==> src/rtl/saturn_alu_sequencer_pkg.sv <==
// saturn_alu_sequencer_pkg: state encoding shared by the ALU sequencer files
package saturn_alu_sequencer_pkg;
  typedef enum logic [2:0] {ST_IDLE, ST_PREP, ST_CALC, ST_SAVE, ST_DONE} state_t;
endpackage

==> src/rtl/saturn_alu_sequencer_nibble_iter.sv <==
// saturn_nibble_iter: mod-16 nibble counter with load, step and last-nibble compare
module saturn_nibble_iter (
  input  logic       clk,
  input  logic       rst_n,
  input  logic       load,
  input  logic       step,
  input  logic [3:0] start,
  input  logic [3:0] last,
  output logic [3:0] nibble,
  output logic       at_last
);
  always_ff @(posedge clk or negedge rst_n)
    if (!rst_n) nibble <= '0;
    else if (load) nibble <= start;
    else if (step) nibble <= nibble + 4'd1;
  assign at_last = nibble == last;
endmodule

==> src/rtl/saturn_alu_sequencer.sv <==
// saturn_alu_sequencer: walks a nibble field issuing ALU prep/calc/save phases per nibble
module saturn_alu_sequencer
  import saturn_alu_sequencer_pkg::*;
(
  input  logic       i_clk,
  input  logic       i_reset,
  input  logic       i_op_valid,
  input  logic [4:0] i_alu_op,
  input  logic [3:0] i_field_start,
  input  logic [3:0] i_field_last,
  input  logic       i_stall,
  output logic       o_op_ready,
  output logic       o_en_alu_prep,
  output logic       o_en_alu_calc,
  output logic       o_en_alu_save,
  output logic [4:0] o_alu_op,
  output logic [3:0] o_field_start,
  output logic [3:0] o_field_last,
  output logic [3:0] o_nibble,
  output logic       o_busy,
  output logic       o_done
);
  state_t state, state_nx;
  logic accept, at_last;
  assign o_busy        = state != ST_IDLE;
  assign o_op_ready    = state == ST_IDLE && !i_stall;
  assign accept        = o_op_ready && i_op_valid;
  assign o_en_alu_prep = state == ST_PREP && !i_stall;
  assign o_en_alu_calc = state == ST_CALC && !i_stall;
  assign o_en_alu_save = state == ST_SAVE && !i_stall;
  // done is not gated by stall so the decoder sees it for the whole stalled DONE cycle
  assign o_done        = state == ST_DONE;
  always_comb begin
    state_nx = state;
    if (!i_stall)
      unique case (state)
        ST_IDLE: state_nx = accept ? ST_PREP : ST_IDLE;
        ST_PREP: state_nx = ST_CALC;
        ST_CALC: state_nx = ST_SAVE;
        ST_SAVE: state_nx = at_last ? ST_DONE : ST_PREP;
        default: state_nx = ST_IDLE;
      endcase
  end
  always_ff @(posedge i_clk or negedge i_reset)
    if (!i_reset) state <= ST_IDLE;
    else state <= state_nx;
  always_ff @(posedge i_clk or negedge i_reset)
    if (!i_reset) begin
      o_alu_op      <= '0;
      o_field_start <= '0;
      o_field_last  <= '0;
    end else if (accept) begin
      o_alu_op      <= i_alu_op;
      o_field_start <= i_field_start;
      o_field_last  <= i_field_last;
    end
  saturn_nibble_iter u_iter (
    .clk    (i_clk),
    .rst_n  (i_reset),
    .load   (accept),
    .step   (o_en_alu_save && !at_last),
    .start  (i_field_start),
    .last   (o_field_last),
    .nibble (o_nibble),
    .at_last(at_last)
  );
endmodule

==> config.mk <==
export PLATFORM = sky130hd
export DESIGN_NAME = saturn_alu_sequencer
export DESIGN_NICKNAME = d
export VERILOG_FILES = /design/src/rtl/saturn_alu_sequencer_pkg.sv /design/src/rtl/saturn_alu_sequencer_nibble_iter.sv /design/src/rtl/saturn_alu_sequencer.sv
export SDC_FILE = /design/constraint.sdc
export NUM_CORES = 1
export LEC_CHECK = 0
export CORE_MARGIN = 10
export CORE_UTILIZATION = 40
export DETAILED_ROUTE_END_ITERATION = 8
export PLACE_DENSITY = 0.74
export SETUP_SLACK_MARGIN = 0.05
export SYNTH_ARGS = -nofsm -noshare
export SYNTH_HDL_FRONTEND = slang
export SYNTH_SLANG_ARGS = --single-unit
==> constraint.sdc <==
create_clock -name i_clk -period 2.15 [get_ports i_clk]
set_clock_uncertainty 0.05 [all_clocks]
set_input_delay 0.215 -clock i_clk [delete_from_list [all_inputs] [get_ports i_clk]]
set_output_delay 0.215 -clock i_clk [all_outputs]
set_load 0.02 [all_outputs]
; Yosys cells after proc, flatten, opt, wreduce, memory -nomap -nowiden
; Cells that the tools add are included.
[totals]
register_bits = 20
latchBits = 0
ram_bits = 0
mem_bits_ro = 0
inputBits = 17
output_inout_bits = 23
wordCells = 27
mem_count = 0
[op_classes]
addsub = 1
n_mul = 0
n_div = 0
magnitude_cmp = 0
n_eq_ne = 5
shift = 0
muxes = 5
bitwise = 0
n_reduce_logical = 11
[op_table]
columns = operator, count
row1 = $pmux W3 S4, 1
row2 = $mux W4, 2
row3 = $eq A3 B2 Y1 const B, 2
row4 = $logic_and A1 B1 Y1, 6
row5 = $add A4 B1 Y4 const B, 1
row6 = $eq A4 B4 Y1, 1
row7 = $eq A3 B1 Y1 const B, 1
row8 = $eq A3 B3 Y1 const B, 1
row9 = $logic_not A3 Y1, 1
row10 = $mux W3, 1
row11 = $reduce_bool A3 Y1, 1
row12 = $logic_not A1 Y1, 2
row13 = $reduce_bool A2 Y1, 1
row14 = $mux W1, 1

; Longest topological paths before layout
; Gate-level depths: netlist of run 1.
[logic_depth]
ltp_word = 5
mapped_depth = 6
mapped_depth_nobuf = 4

; By module
; From an unflattened synthesis of run 1, not the netlist that was laid out.
[unflattened]
hier_cells = 74
area_unflattened_um2 = 977.2
[by_module_without_submodules]
columns = mod, n_inst, cells_each, area_per_inst_um2, seq_area_each_um2
row1 = saturn_alu_sequencer, 1, 51, 733.2, 400.4
row2 = saturn_nibble_iter, 1, 23, 244.0, 100.1

; Least setup slack after synthesis of run 1
; OpenSTA, ideal clock, no wires.
[synth_path]
path_kind = reg2reg
startpoint = reg state[1]
endpoint = reg o_field_last[2]
t_arrival_ns = 1.675
required_time_ns = 1.983
path_slack_ns = 0.308
path_stages_with_launch = 7
n_path_buf = 2
synth_period_minus_slack_ns = 1.842
path_cell_list = dfrtp_1 > buf_2 > nor4_2 > nand2_1 > buf_2 > nand2_1 > nand2_1
[synth_between]
elab_chain_cells = 3
[synth_lines]
columns = item, line
row1 = from (decl), saturn_alu_sequencer.sv:23  ; state_t state, state_nx;
row2 = from (signal assigned), saturn_alu_sequencer.sv:46  ; else state <= state_nx;
row3 = $logic_not A3 Y1, saturn_alu_sequencer.sv:26  ; assign o_op_ready = state == ST_IDLE && !i_stall;
row4 = $logic_and A1 B1 Y1, saturn_alu_sequencer.sv:26
row5 = via o_op_ready, saturn_alu_sequencer.sv:12  ; output logic o_op_ready,
row6 = $logic_and A1 B1 Y1, saturn_alu_sequencer.sv:27  ; assign accept = o_op_ready && i_op_valid;
row7 = to (signal assigned), saturn_alu_sequencer.sv:55  ; o_field_last <= i_field_last;
row8 = to (decl), saturn_alu_sequencer.sv:18  ; output logic [3:0] o_field_last,
; The timed path passes the listed nets, and every way through them passes these cells.
; A chain may end at the register's enable or synchronous reset.

; Final worst setup path of run 1
[layout_path]
startpoint = reg state[2]
endpoint = out o_done
[layout_between]
elab_chain_cells = 1
[layout_lines]
columns = item, line
row1 = $eq A3 B3 Y1, saturn_alu_sequencer.sv:32  ; assign o_done = state == ST_DONE;
row2 = to (decl), saturn_alu_sequencer.sv:21  ; output logic o_done
; Every way passes these cells.

==> impl_metrics.py, run 1 <==
metrics = {
    "synthesis": {
        "post-synth-top-area-cell": "dfrtp_1",
        "synth-compound-area-share": 0.08475,
        "ys_seq_area_frac": 0.5215,
        "synth_nets": 124,
        "synth_seq_cells": 20,
        "synth_top_family_by_area": "simple AND/OR/NAND/NOR gates",
        "ys_warn_count": 0,
        "syn_area_per_cell_um2": 9.053,
        "synth_fa_ha_area_frac": 0.01304,
        "yosysUniqueCellTypes": 27,
        "synthTopCellsByArea": "dfrtp_1 52%, nand2_1 16%, o211ai_1 3.9%",
        "yosys.area_share.simple": 0.2973,
        "synthXorXnorAreaFrac": 0.03651,
        "synth_mux_area_frac": 0,
        "syn_area_um2": 959.7,
        "syn_inst": 106,
        "yosysTopAreaCellShare": 0.5215,
    },
    "sta": {
        "slew-limit-headroom": 0.7072,
        "period_minus_slack_ns": 1.958,
        "setup_viol": 0,
        "clock.fmax_mhz": 510.8,
        "slew_viol_final": 0,
        "period_share": 0.9106,
        "setup_slack_ns": 0.1922,
        "tns_ns": 0,
        "hold_viol_final": 0,
        "rsz0062_at_grt": "no",
        "worst_pin_slew_ns": 0.4382,
    },
    "route": {
        "drtAntennaViolNets": 0,
        "first_iter_violations": 73,
        "drt_wl_total_um": 2479,
        "vias": 888,
        "vias_per_cell": 5.017,
        "drc_errors": 0,
        "post_drt_wl_per_cell_um": 14.01,
        "dr.pass1.iters": 5,
    },
    "global_route": {
        "met2_usage": 0.1747,
        "gr-usage-met3": 0.06119,
        "grt_first_pass_wirelength_um": 4036,
        "antenna_found_initial": 0,
        "grt_usage": 0.1083,
        "grt_pass1_vias": 914,
        "grt_max_degree": 21,
        "grt-busiest-layer": "met2",
        "overflow": 0,
        "use_met1": 0.1203,
    },
    "critical_path": {
        "max_stage_delay_ns": 0.63,
        "crit_buf_inv": 2,
        "crit_family": "buffers and inverters",
        "cp_data_required_time_ns": 1.88,
        "worstPathMaxFanout": 8,
        "critPathCaptureType": "primary output",
        "path_cells": "inv_1 -> nor3_1 -> clkdlybuf4s50_1",
        "crit_type": "reg2out",
        "cp.arrival_ns": 1.69,
        "cp_slowest_cell": "clkdlybuf4s50_1",
        "start_kind": "flip-flop",
    },
    "placement": {
        "dp_hpwl_um": 1948,
        "gp_congestion": 0.7806,
        "post-place-ws_ns": 0.1321,
        "io_buffers": 39,
        "placed_area_mm2": 0.001389,
        "place_inst": 173,
    },
    "final_layout": {
        "drive_gt1_frac": 0.08725,
        "syn_to_final_growth_pct": 49.28,
        "diodes": 0,
        "final_cell_mix": "41 x nand2_1, 35 x clkdlybuf4s50_1, 19 x dfrtp_1",
        "final_nets": 168,
        "final_area_mm2": 0.001433,
        "fill_cells": 216,
        "final_common_cell": "nand2_1",
        "final_cells": 177,
    },
    "clock_network": {
        "cts_setup_buffers": 0,
        "cts.path.max_buffers": 2,
        "cts_max_level": 1,
        "clk_pin_slew_worst_paths_ns": 0.11,
        "root_buffer": "clkbuf_4",
        "clkSinkCount": 20,
        "clock_latency_ns": 0.29,
        "cts_buffers": 3,
        "cts_hold_buf": 0,
        "cts_tree": "yes",
    },
    "die": {
        "num_io_pins": 40,
        "start_util": 0.4256,
        "die_h_um": 68.98,
        "rows": 17,
        "design.die.area_mm2": 0.004758,
        "fp.coreArea_mm2": 0.002255,
        "die_x_um": 68.98,
    },
    "pwr": {
        "clockPowerShare": 0.105,
        "p_comb_frac": 0.540,
        "cellPowerDensity_mw_per_mm2": 1431,
        "p_sw_w": 0.0008595,
        "ir_drop_mv": 0.8303,
        "seq_power_share": 0.356,
        "power_w": 0.002051,
        "leakage_nw": 0.6801,
        "intPower_w": 0.001191,
        "sw_frac_of_total": 0.4192,
    },
    "outcome": {
        "status": "complete, no violations",
    },
    "hold_path": {
        "hold_path.class": "in2async",
    },
    "flow_run": {
        "max-cap-violations": 0,
    },
}
[cell families after synthesis]
logic type / Yosys count
compound gates: 13
xor+xnor: 4
fa+ha+maj: 1
buf+inv: 8
flops: 20
simple gates: 60
[cells in the mapped netlist]
cell      number
nor4_2         1
and4_4         1
dfrtp_1       20
nor4_1         1
buf_4          1
nand2_1       41
and4_1         1
nand2_2        1
a31oi_1        2
o21ai_0        4
buf_2          3
nand3b_1       1
and2_1         1
nor4bb_1       1
o211ai_1       5
buf_6          1
nand3_1        2
ha_1           1
nor2_1         1
nor3_1         3
inv_1          3
nor4b_1        1
nand4_1        2
or3_1          2
o22ai_1        1
a21oi_1        1
xnor2_1        4
[routing by layer]
metal	part of all wire	wire length (µm)
met1	0.42	1046
met3	0.12	301
met2	0.45	1122
met4	0.0032	8
met5	0	0
[final timing paths]
| check | depth (start not counted) | slack, ns | start | to |
|---|---|---|---|---|
| max | 3 | 0.19 | state[2] | o_done |
| min | 2 | 0.19 | i_reset | o_alu_op[4] |
| max reg2reg | 5 | 0.45 | state[2] | o_alu_op[4] |
| min reg2reg | 2 | 0.44 | o_field_start[0] | o_field_start[0] |
| max in group asynchronous | 2 | 1.63 | i_reset | state[1] |
| min in group i_clk | 3 | 0.39 | i_alu_op[3] | o_alu_op[3] |
[stage by stage]
| step | hold WS [ns] | util |
|---|---|---|
| 5_1_grt | 0.1927 | 0.6354 |
| 3_5_place_dp | 0.4137 | 0.6160 |
| 4_1_cts | 0.1970 | 0.6321 |
| 2_1_floorplan | -0.1306 | - |
| 6_report | 0.1877 | 0.6354 |
| 3_3_place_gp | 0.4086 | 0.6160 |
[registers in the layout (all words and copies together), names as in the netlist]
name	count
state	3
o_alu_op	5
u_iter.nibble	4
o_field_last	4
o_field_start	4
[power groups by stage]
| stage | registers (W) | clock network [W] | logic [W] |
|---|---|---|---|
| floorplan | 0.000872 | 0 | 0.000468 |
| global placement | 0.000723 | 0 | 0.00111 |
| detailed placement | 0.000732 | 0 | 0.00112 |
| CTS | 0.000728 | 0.000219 | 0.00113 |
| global route | 0.000763 | 0.000242 | 0.00122 |
| finish | 0.000729 | 0.000215 | 0.00111 |
[worst register-to-register path, stage by stage (launching register included)]
cell	delay (ns)
dfrtp_1	0.47
nor4_2	0.36
nand2_1	0.34
buf_4	0.28
nand2_1	0.07
nand2_1	0.05
[cell type report]
class                           count  area [µm²]  area share
Tap cell                           28       35.03     0.02445
Multi-Input combinational cell     78       414.1      0.2891
Inverter                            3       11.26    0.007860
Clock buffer                        4       36.28     0.02533
Sequential cell                    20       501.7      0.3502
Timing Repair Buffer               44       434.2      0.3031
[repair_timing]
item                       CTS  global route
setup endpoints to repair    1             3
gates resized for setup      2             3
hold endpoints to repair     0             0
Note: power is estimated with default switching activity, not from simulation.
==> run 2, diff against run 1 <==
--- a/config.mk
+++ b/config.mk
@@ -5,7 +5,8 @@
 export SDC_FILE = /design/constraint.sdc
 export NUM_CORES = 1
 export LEC_CHECK = 0
-export CORE_MARGIN = 10
+export CAP_MARGIN = 30
+export CORE_MARGIN = 2
 export CORE_UTILIZATION = 40
 export DETAILED_ROUTE_END_ITERATION = 8
 export PLACE_DENSITY = 0.74
==> impl_metrics.py, run 2 (synthesized netlist as in run 1, its figures left out) <==
metrics = {
    "clock_network": {
        "clkSinkCount": 20,
        "cts_hold_buf": 0,
        "cts_tree": "yes",
        "cts.path.max_buffers": 2,
        "cts_setup_buffers": 0,
        "clk_pin_slew_worst_paths_ns": 0.11,
        "root_buffer": "clkbuf_4",
        "cts_buffers": 3,
        "clock_latency_ns": 0.29,
        "cts_max_level": 1,
    },
    "sta": {
        "setup_viol": 0,
        "tns_ns": 0,
        "hold_viol_final": 0,
        "clock.fmax_mhz": 492.6,
        "slew_viol_final": 0,
        "slew-limit-headroom": 0.7423,
        "timing.hold.ws_ns": 0.1936,
        "rsz0062_at_grt": "no",
        "period_share": 0.9442,
        "period_minus_slack_ns": 2.030,
        "worst_pin_slew_ns": 0.3857,
    },
    "final_layout": {
        "top_register": "o_alu_op",
        "largest_reg_flops": 5,
        "final_common_cell": "nand2_1",
        "final_nets": 168,
        "drive_gt1_frac": 0.09396,
        "diodes": 0,
        "syn_to_final_growth_pct": 49.93,
        "final_cell_mix": "41 x nand2_1, 35 x clkdlybuf4s50_1, 19 x dfrtp_1",
    },
    "route": {
        "drtAntennaViolNets": 0,
        "post_drt_wl_per_cell_um": 11.97,
        "vias_per_cell": 4.972,
        "first_iter_violations": 12,
        "drt_wl_total_um": 2119,
        "vias": 880,
        "drc_errors": 0,
        "dr.pass1.iters": 3,
    },
    "critical_path": {
        "crit_family": "buffers and inverters",
        "max_stage_delay_ns": 0.63,
        "cp_data_required_time_ns": 1.88,
        "cp_slowest_cell": "clkdlybuf4s50_1",
        "worstPathMaxFanout": 8,
        "critPathCaptureType": "primary output",
        "path_cells": "inv_1 -> nor3_1 -> clkdlybuf4s50_1",
        "cp.arrival_ns": 1.77,
        "crit_buf_inv": 2,
        "start_kind": "flip-flop",
        "crit_type": "reg2out",
    },
    "global_route": {
        "grt_max_degree": 21,
        "grt_first_pass_wirelength_um": 3691,
        "grt_usage": 0.1771,
        "grt_pass1_vias": 917,
        "overflow": 0,
        "antenna_found_initial": 0,
    },
    "die": {
        "fp.coreArea_mm2": 0.002233,
        "die_h_um": 52.98,
        "num_io_pins": 40,
        "start_util": 0.4297,
        "die_x_um": 52.98,
        "design.die.area_mm2": 0.002807,
        "rows": 17,
    },
    "hold_path": {
        "hold_path.class": "in2async",
    },
    "flow_run": {
        "max-cap-violations": 0,
    },
    "placement": {
        "gp_congestion": 0.7765,
        "io_buffers": 39,
        "dp_hpwl_um": 1639,
    },
    "outcome": {
        "status": "complete, no violations",
    },
    "pwr": {
        "cellPowerDensity_mw_per_mm2": 1413,
        "leakage_nw": 0.6807,
        "ir_drop_mv": 0.7427,
    },
}
## run 2: final timing paths
path                                  start               end  slack (ns)  cells after the start
min                                 i_reset   o_field_last[2]        0.19                      2
min in group i_clk              i_alu_op[4]       o_alu_op[4]        0.38                      3
max in group asynchronous           i_reset          state[1]        1.64                      2
min reg2reg                o_field_start[0]  o_field_start[0]        0.44                      2
max reg2reg                        state[2]       o_alu_op[0]        0.47                      5
max                                state[2]            o_done        0.12                      3
## run 2: layout make-up
| type | instances | area, µm² |
|---|---|---|
| fill | 189 | 794.5 |
| sequential | 20 | 501.7 |
| timing repair buffer | 44 | 434.2 |
| multi-input combinational | 78 | 420.4 |
| clock buffer | 4 | 36.28 |
| tap | 28 | 35.03 |
| inverter | 3 | 11.26 |
## run 2: per-stage QoR
| stage | worst slack (ns) | power (W) | cells | utilization | cell area, µm² |
|---|---|---|---|---|---|
| floorplan | 0.3082 | 0.001341 | 106 | - | 959.7 |
| global placement | 0.1969 | 0.001811 | 173 | 0.6218 | 1389 |
| detailed placement | 0.1133 | 0.001836 | 173 | 0.6218 | 1389 |
| CTS | 0.05923 | 0.002060 | 177 | 0.6409 | 1431 |
| global route | 0.05220 | 0.002189 | 177 | 0.6443 | 1439 |
| finish | 0.1199 | 0.002033 | 177 | 0.6443 | 1439 |
## run 2: timing repair
item,in CTS,in global routing
endpoints found under the setup margin,2,3
resized for setup,3,3
endpoints found under the hold margin,0,0
## run 2: per-layer routing
layer	routed length (µm)	track usage
met5	0	0
met3	149	0.04520
met1	922	0.1982
met4	0	0.03846
met2	1047	0.3333
## run 2: power breakdown
part           switching (W)  internal, W
sequential          0.000179     0.000550
combinational       0.000549     0.000542
clock               0.000111     0.000103
total               0.000839      0.00119
==> run 3, diff against run 2 <==
--- a/config.mk
+++ b/config.mk
@@ -11,6 +11,7 @@
 export DETAILED_ROUTE_END_ITERATION = 8
 export PLACE_DENSITY = 0.74
 export SETUP_SLACK_MARGIN = 0.05
+export SLEW_MARGIN = 20
 export SYNTH_ARGS = -nofsm -noshare
 export SYNTH_HDL_FRONTEND = slang
 export SYNTH_SLANG_ARGS = --single-unit
==> constraint.sdc (replaced) <==
create_clock -name i_clk -period 2.15 [get_ports i_clk]
set_clock_uncertainty 0.05 [all_clocks]
set_input_delay 0.215 -clock i_clk [delete_from_list [all_inputs] [get_ports i_clk]]
set_output_delay 0.215 -clock i_clk [all_outputs]
set_load 0.01 [all_outputs]
==> impl_metrics.py, run 3 (synthesized netlist as in run 1, its figures left out) <==
metrics = {
    "sta": {
        "setup_viol": 0,
        "slew_viol_final": 0,
        "timing.hold.ws_ns": 0.1963,
        "slew-limit-headroom": 0.7335,
        "tns_ns": 0,
        "worst_pin_slew_ns": 0.3988,
        "hold_viol_final": 0,
        "period_share": 0.9480,
        "clock.fmax_mhz": 490.6,
        "period_minus_slack_ns": 2.038,
        "rsz0062_at_grt": "yes",
    },
    "die": {
        "die_h_um": 52.98,
        "start_util": 0.4297,
        "num_io_pins": 40,
        "design.die.area_mm2": 0.002807,
        "die_x_um": 52.98,
        "rows": 17,
        "fp.coreArea_mm2": 0.002233,
    },
    "final_layout": {
        "diodes": 0,
        "top_register": "o_alu_op",
        "final_nets": 168,
        "syn_to_final_growth_pct": 49.15,
        "largest_reg_flops": 5,
        "final_common_cell": "nand2_1",
        "final_cell_mix": "41 x nand2_1, 38 x clkdlybuf4s50_1, 18 x dfrtp_1",
        "drive_gt1_frac": 0.09459,
        "final_area_mm2": 0.001431,
    },
    "clock_network": {
        "clock_latency_ns": 0.29,
        "cts_buffers": 3,
        "cts_tree": "yes",
        "clkSinkCount": 20,
        "cts_max_level": 1,
        "cts.path.max_buffers": 2,
        "clk_pin_slew_worst_paths_ns": 0.11,
        "root_buffer": "clkbuf_4",
        "cts_setup_buffers": 0,
    },
    "critical_path": {
        "crit_type": "reg2out",
        "start_kind": "flip-flop",
        "worstPathMaxFanout": 8,
        "r2r_cells": 5,
        "rrSetupSlack_ns": 0.40,
        "cp_data_required_time_ns": 1.88,
        "startpoint": "state[2]",
        "reg2reg_to": "o_alu_op[2]",
        "endpoint": "o_op_ready",
        "cp.arrival_ns": 1.77,
        "critPathCaptureType": "primary output",
        "r2r_start": "state[2]",
    },
    "route": {
        "vias_per_cell": 5.034,
        "drtAntennaViolNets": 0,
        "vias": 886,
        "drc_errors": 0,
        "post_drt_wl_per_cell_um": 12.43,
        "first_iter_violations": 4,
        "dr.pass1.iters": 4,
        "drt_wl_total_um": 2188,
    },
    "global_route": {
        "overflow": 0,
        "grt_first_pass_wirelength_um": 3732,
        "grt_pass1_vias": 889,
        "grt_max_degree": 21,
        "antenna_found_initial": 0,
        "grt_usage": 0.1794,
    },
    "placement": {
        "gp_congestion": 0.7595,
        "io_buffers": 39,
        "dp_hpwl_um": 1670,
        "placed_area_mm2": 0.001389,
    },
    "hold_path": {
        "hold_path.class": "in2async",
    },
    "pwr": {
        "cellPowerDensity_mw_per_mm2": 1316,
        "leakage_nw": 0.6383,
        "power_w": 0.001884,
        "ir_drop_mv": 0.7091,
    },
    "flow_run": {
        "max-cap-violations": 0,
    },
    "outcome": {
        "status": "complete, no violations",
    },
}
-- run 3: cell types whose count changed in the layout (fill, tap and decap cells not counted), sizes merged --
cell           before  now
clkdlybuf4s50      35   38
dlymetal6s2s        3    1
clkbuf              4    3
dlygate4sd2         1    0
-- run 3: worst min-delay path by stage --
stage / from / endpoint / slack [ns] / depth (start not counted)
after floorplan: i_reset / o_alu_op[0] / -0.13 / 0
after global placement: o_field_start[3] / o_field_start[3] / 0.41 / 2
after detailed placement: o_alu_op[4] / o_alu_op[4] / 0.41 / 2
after CTS: i_reset / o_alu_op[0] / 0.20 / 2
after global routing: i_reset / o_alu_op[1] / 0.20 / 2
final: i_reset / state[2] / 0.20 / 2
-- run 3: power by group --
part	switching, W	internal [W]
clock	0.000105	0.0000651
sequential	0.000187	0.000552
combinational	0.000418	0.000558
-- run 3: metrics by stage --
stage               utilization  cells  setup slack, ns
finish                   0.6409    176           0.1118
global route             0.6409    176          0.03443
CTS                      0.6347    176          0.05827
detailed placement       0.6218    173           0.2201
global placement         0.6218    173           0.2524
floorplan                     -    106           0.5276
-- run 3: worst max-delay path, cell delays in order, from the launching register on --
cell and delay [ns]:
dfrtp_1 0.50, nor4_2 0.39, clkdlybuf4s50_1 0.60
-- run 3: layout make-up --
cell class                 count  area [µm²]
fill                         208       802.0
sequential                    20       503.0
timing repair buffer          44       430.4
multi-input combinational     78       429.2
tap                           28       35.03
clock buffer                   3       22.52
inverter                       3       11.26
-- run 3: layer usage --
layer	GRT usage	wire (µm)	vias up
met5	0	0	-
met4	0.05128	10	0
met3	0.04520	144	2
met2	0.3083	1022	30
met1	0.2214	1011	407
li1	-	-	447
-- run 3: repair_timing --
| item | in CTS | in global routing |
|---|---|---|
| setup endpoints to repair | 1 | 2 |
| hold buffers | 0 | 0 |
| gates resized for setup | 1 | 4 |
| pin swaps | 0 | 0 |
==> RTL change 1: new RTL, flow settings as in run 1 <==
The 5 states of `state_t` get a one-hot encoding in 5 bits.
--- a/src/rtl/saturn_alu_sequencer_pkg.sv
+++ b/src/rtl/saturn_alu_sequencer_pkg.sv
@@ -2,3 +2,3 @@
 package saturn_alu_sequencer_pkg;
-  typedef enum logic [2:0] {ST_IDLE, ST_PREP, ST_CALC, ST_SAVE, ST_DONE} state_t;
+  typedef enum logic [4:0] {ST_IDLE = 5'b00001, ST_PREP = 5'b00010, ST_CALC = 5'b00100, ST_SAVE = 5'b01000, ST_DONE = 5'b10000} state_t;
 endpackage
Behaviour: no difference found for any inputs over 10 cycles, from zero or initial values and one cycle with i_reset low; not proved beyond that.
==> RTL change 1 against run 1 <==
  * Cell area rose by 7.6%
  * Die area rose by 8.1%
  * Power fell by 2.1%
  * Setup slack got worse by 0.021 ns
  * First-iteration DRC count fell by 63%
  * Synthesized cell count rose by 8.5%
  * Sequential cell count rose by 2
  * Synthesized area rose by 11%
  * Wire length rose by 10%
  * Combinational power fell by 5%
  * Fmax fell by 1.1%
  * Largest power group unchanged
==> RTL change 1: results (changes against run 1) <==
| Metric | Value |
|---|---|
| CP max stage cell | `dfrtp_1 (was clkdlybuf4s50_1)` |
| R2r setup slk | `0.31 ns (was 0.45 ns)` |
| Placed Cells | `185 (was 173)` |
| Min Hold Slack | `0.176 ns (was 0.188 ns)` |
| First-pass GRT wire length | `4750 um (was 4040 um)` |
| Synthesized Nets | `133 (was 124)` |
| Status | `complete, no violations (unchanged)` |
| Cells taking the most area after synthesis | `dfrtp_1 (49%), nand2_1 (15%), xnor2_1 (3.3%) (was dfrtp_1 (52%), nand2_1 (16%), o211ai_1 (3.9%))` |
| Peak fanout along the critical path | `6 (was 8)` |
| Iter 0 DRT Violations | `27 (was 73)` |
| Drt first pass iters | `4 (was 5)` |
| Maximum clock frequency | `505 MHz (was 511 MHz)` |
| Largest net degree at the start of global routing | `23 (was 21)` |
| R2R Path End | `u_iter.nibble[2] (was o_alu_op[4])` |
| VDD IR max | `0.755 mV (was 0.830 mV)` |
| Number of global-route vias before repair | `1,062 (was 914)` |
| Least-Margin Pin Slew | `0.291 ns (was 0.438 ns)` |
| Layout Nets | `179 (was 168)` |
| Avg Cell Area, Syn | `9.30 um2 (was 9.05 um2)` |
| LEAKAGE | `0.769 nW (was 0.680 nW)` |
| Placed cell area | `1510 um2 (was 1390 um2)` |
| Worst-Skew Late Latency | `0.32 ns (was 0.29 ns)` |
| HPWL after DPL | `2130 um (was 1950 um)` |
| Routed wire length | `2730 um (was 2480 um)` |
| All-Layer GR Usage | `0.111 (was 0.108)` |
| Routed via count | `948 (was 888)` |
| Commonest cells in the netlist | `nand2_1 (42), dfrtp_1 (21), nor2_1 (5) (was nand2_1 (41), dfrtp_1 (20), o211ai_1 (5))` |
| Routed vias/inst | `4.99 (was 5.02)` |
| Detail Route met3 WL | `303 um (was 301 um)` |
| Slowest stage delay, CP | `0.48 ns (was 0.63 ns)` |
| Share of cells above drive strength 1 | `0.106 (was 0.0872)` |
| Crit path to | `o_en_alu_save (was o_done)` |
| Complex-gate fraction of the synthesized area | `0.0807 (was 0.0847)` |
| Crit-path leading delay family | `flip-flops (was buffers and inverters)` |
| Post-synth cell types | `32 (was 27)` |
RTL change 1: worst min path at each step:
stage,startpoint,end
2_1_floorplan,i_reset,o_alu_op[0]
3_3_place_gp,o_field_start[2],o_field_start[2]
3_5_place_dp,o_field_start[1],o_field_start[1]
4_1_cts,i_reset,u_iter.nibble[2]
5_1_grt,i_reset,u_iter.nibble[0]
6_report,i_reset,u_iter.nibble[0]
RTL change 1: logic make-up (layout without fill, tap and decap cells):
family                   after synthesis  after routing
AND/OR/NAND/NOR                       67             67
buffers and inverters                  7             52
flip-flops                            22             22
AO/OA/AOI/OAI                         13             13
adder cells (fa/ha/maj)                1              1
XOR/XNOR                               5              5
RTL change 1: per-layer routing:
layer,GRT usage,up-vias
met5,0,-
met4,0.0409,0
met1,0.118,429
met3,0.0565,5
met2,0.183,34
li1,-,480
RTL change 1: what timing repair did:
item / 4_1_cts / 5_1_grt
endpoints found under the setup margin: 4 / 3
gates resized for setup: 4 / 2
pin swaps: 1 / 1
setup buffers: 1 / 0
RTL change 1: layout make-up:
cell class | count | area [um2]
Timing Repair Buffer | 45 | 433
Clock buffer | 4 | 26.3
Tap cell | 30 | 37.5
Sequential cell | 22 | 552
Fill cell | 240 | 981
Multi-Input combinational cell | 86 | 482
Inverter | 3 | 11.3
RTL change 1: worst register-to-register path, stage by stage (launching register included):
cell	delay (ns)
dfrtp_1	0.48
nor4_4	0.36
nand3_2	0.12
buf_4	0.16
or4_1	0.46
a31oi_1	0.16
RTL change 1: report_power, final:
group	switching [mW]	leakage, nW	internal [mW]
logic	0.553	0.479	0.511
registers	0.156	0.275	0.588
clock network	0.127	0.0150	0.0725
total	0.837	0.769	1.17
==> RTL change 2: new RTL, settings of run 1 <==
Made on the original files. Reset style: synchronous (`i_reset` and `rst_n`), changed in 3 clocked blocks.
--- a/src/rtl/saturn_alu_sequencer_nibble_iter.sv
+++ b/src/rtl/saturn_alu_sequencer_nibble_iter.sv
@@ -11,3 +11,3 @@
 );
-  always_ff @(posedge clk or negedge rst_n)
+  always_ff @(posedge clk)
     if (!rst_n) nibble <= '0;
--- a/src/rtl/saturn_alu_sequencer.sv
+++ b/src/rtl/saturn_alu_sequencer.sv
@@ -43,6 +43,6 @@
   end
-  always_ff @(posedge i_clk or negedge i_reset)
+  always_ff @(posedge i_clk)
     if (!i_reset) state <= ST_IDLE;
     else state <= state_nx;
-  always_ff @(posedge i_clk or negedge i_reset)
+  always_ff @(posedge i_clk)
     if (!i_reset) begin
Check against the original RTL: differs if i_reset is asserted again (counterexample within 4 cycles, from zero or initial values and one cycle with i_reset low); with i_reset held inactive, the same outputs for 10 cycles.
==> RTL change 2 against run 1 <==
  * Synthesized cell count grew 1.9%
  * Cell area decreased by 4.5%
  * Core utilization is 1.7 points lower
  * Die area is 2.4% lower
  * Wire length shrank 0.16%
  * Synthesized area fell by 3.4%
  * Setup slack lost 0.066 ns
  * Non-clock buffer count shrank 3
  * Sequential cell count did not move
  * Critical path type unchanged
  * Largest cell class is now multi-input gates
  * Highest routed layer unchanged
Power is not compared: it rests on default switching activity, and its combinational part moved more than twofold at a synthesized area within 25%.
==> RTL change 2: results (changes against run 1) <==
| Metric | Value |
|---|---|
| R2R Path End | `u_iter.nibble[3] (was o_alu_op[4])` |
| Layout clock area frac | `0.0165 (was 0.0253)` |
| Least-Margin Pin Slew | `0.558 ns (was 0.438 ns)` |
| Placed cell area | `1340 um2 (was 1390 um2)` |
| Power Total | `773 uW` |
| Number of global-route vias before repair | `878 (was 914)` |
| Worst Setup SP | `state[0] (was state[2])` |
| Non-clock buffer total of the final layout | `41 (was 44)` |
| R2r setup slk | `0.55 ns (was 0.45 ns)` |
| Switching Share | `0.284` |
| Share of cells above drive strength 1 | `0.0685 (was 0.0872)` |
| Peak fanout along the critical path | `9 (was 8)` |
| First-pass GRT wire length | `3910 um (was 4040 um)` |
| Status | `complete, no violations (unchanged)` |
| Commonest cells in the netlist | `nand2_1 (30), dfxtp_1 (20), a21boi_1 (13) (was nand2_1 (41), dfrtp_1 (20), o211ai_1 (5))` |
| R2R depth | `4 (was 5)` |
| Synthesized Nets | `126 (was 124)` |
| FF+latch area | `400 um2 (was 502 um2)` |
| Complex-gate fraction of the synthesized area | `0.231 (was 0.0847)` |
| FFs w/ async S/R, synth | `0 (was 1.00)` |
| N_taps | `28 (unchanged)` |
| DR WL/cell | `14.2 um (was 14.0 um)` |
| Root buf cell | `clkbuf_4 (unchanged)` |
| HPWL after DPL | `1950 um (about the same)` |
| HP Class | `input pin to flip-flop (was input pin to async pin)` |
| All-Layer GR Usage | `0.109 (was 0.108)` |
| Area of the multi-input gates | `497 um2 (was 414 um2)` |
| Post-synthesis mux area share | `0.0108 (was 0)` |
| Post-Synth XOR/XNOR Area | `0.0472 (was 0.0365)` |
| Largest net degree at the start of global routing | `22 (was 21)` |
| Seq_cells | `20 (unchanged)` |
| Placer Congestion | `0.788 (was 0.781)` |
| Pre-CTS WS | `0.0800 ns (was 0.132 ns)` |
| Crit path DAT | `1.76 ns (was 1.69 ns)` |
| Maximum clock frequency | `494 MHz (was 511 MHz)` |
| # clk buffers | `3 (was 4)` |
| Cells taking the most area after synthesis | `dfxtp_1 (43%), nand2_1 (12%), a21boi_1 (11%) (was dfrtp_1 (52%), nand2_1 (16%), o211ai_1 (3.9%))` |
| Inverters | `1 (was 3)` |
| Comb_multi_in | `81 (was 78)` |
| Drt first pass iters | `3 (was 5)` |
| Iter 0 DRT Violations | `54 (was 73)` |
| Post-synth cell types | `28 (was 27)` |
| FILL cells | `205 (was 216)` |
| Layout Nets | `166 (was 168)` |
| Post-Synth Adder-Cell Area | `0.0135 (was 0.0130)` |
| Main synth FF type | `dfxtp_1 (was dfrtp_1)` |
| Crit path to | `o_busy (was o_done)` |
| Signal buf overhead | `0.300 (was 0.303)` |
| Post-synthesis sequential area ratio | `0.432 (was 0.522)` |
RTL change 2: changes by cell type after synthesis, moves of 4 or more:
cell | before | now
dfrtp_1 | 20 | 0
dfxtp_1 | 0 | 20
a21boi_1 | 0 | 13
nand2_1 | 41 | 30
o211ai_1 | 5 | 0
xor2_1 | 0 | 5
xnor2_1 | 4 | 0
RTL change 2: stage by stage:
| step | hold slack (ns) | util | instances |
|---|---|---|---|
| 3_5_place_dp | 0.398 | 0.605 | 171 |
| 3_3_place_gp | 0.390 | 0.605 | 171 |
| 5_1_grt | 0.397 | 0.619 | 174 |
| 4_1_cts | 0.400 | 0.615 | 174 |
| 2_1_floorplan | 0.300 | - | 108 |
| 6_report | 0.408 | 0.619 | 174 |
RTL change 2: critical path: stages (launching register included):
cell	delay (ns)
dfxtp_1	0.41
or3_2	0.50
clkdlybuf4s50_1	0.56
RTL change 2: worst min-delay path by stage:
| stage | start | to | depth (start not counted) |
|---|---|---|---|
| 2_1_floorplan | i_field_last[0] | o_field_last[0] | 2 |
| 3_3_place_gp | o_alu_op[2] | o_alu_op[2] | 2 |
| 3_5_place_dp | o_field_start[3] | o_field_start[3] | 2 |
| 4_1_cts | i_field_last[2] | o_field_last[2] | 3 |
| 5_1_grt | i_alu_op[3] | o_alu_op[3] | 3 |
| 6_report | i_field_last[2] | o_field_last[2] | 3 |
RTL change 2: metal layers:
metal	GRT usage	routed length (um)	share of wire
met3	0.0571	240	0.097
met1	0.109	936	0.38
met2	0.191	1290	0.52
met5	0	0	0
met4	0.0377	13	0.0053
RTL change 2: repair_timing:
item | in CTS | in global routing
buffers inserted | 0 | 0
endpoints found under the setup margin | 0 | 3
resized for setup | 0 | 3
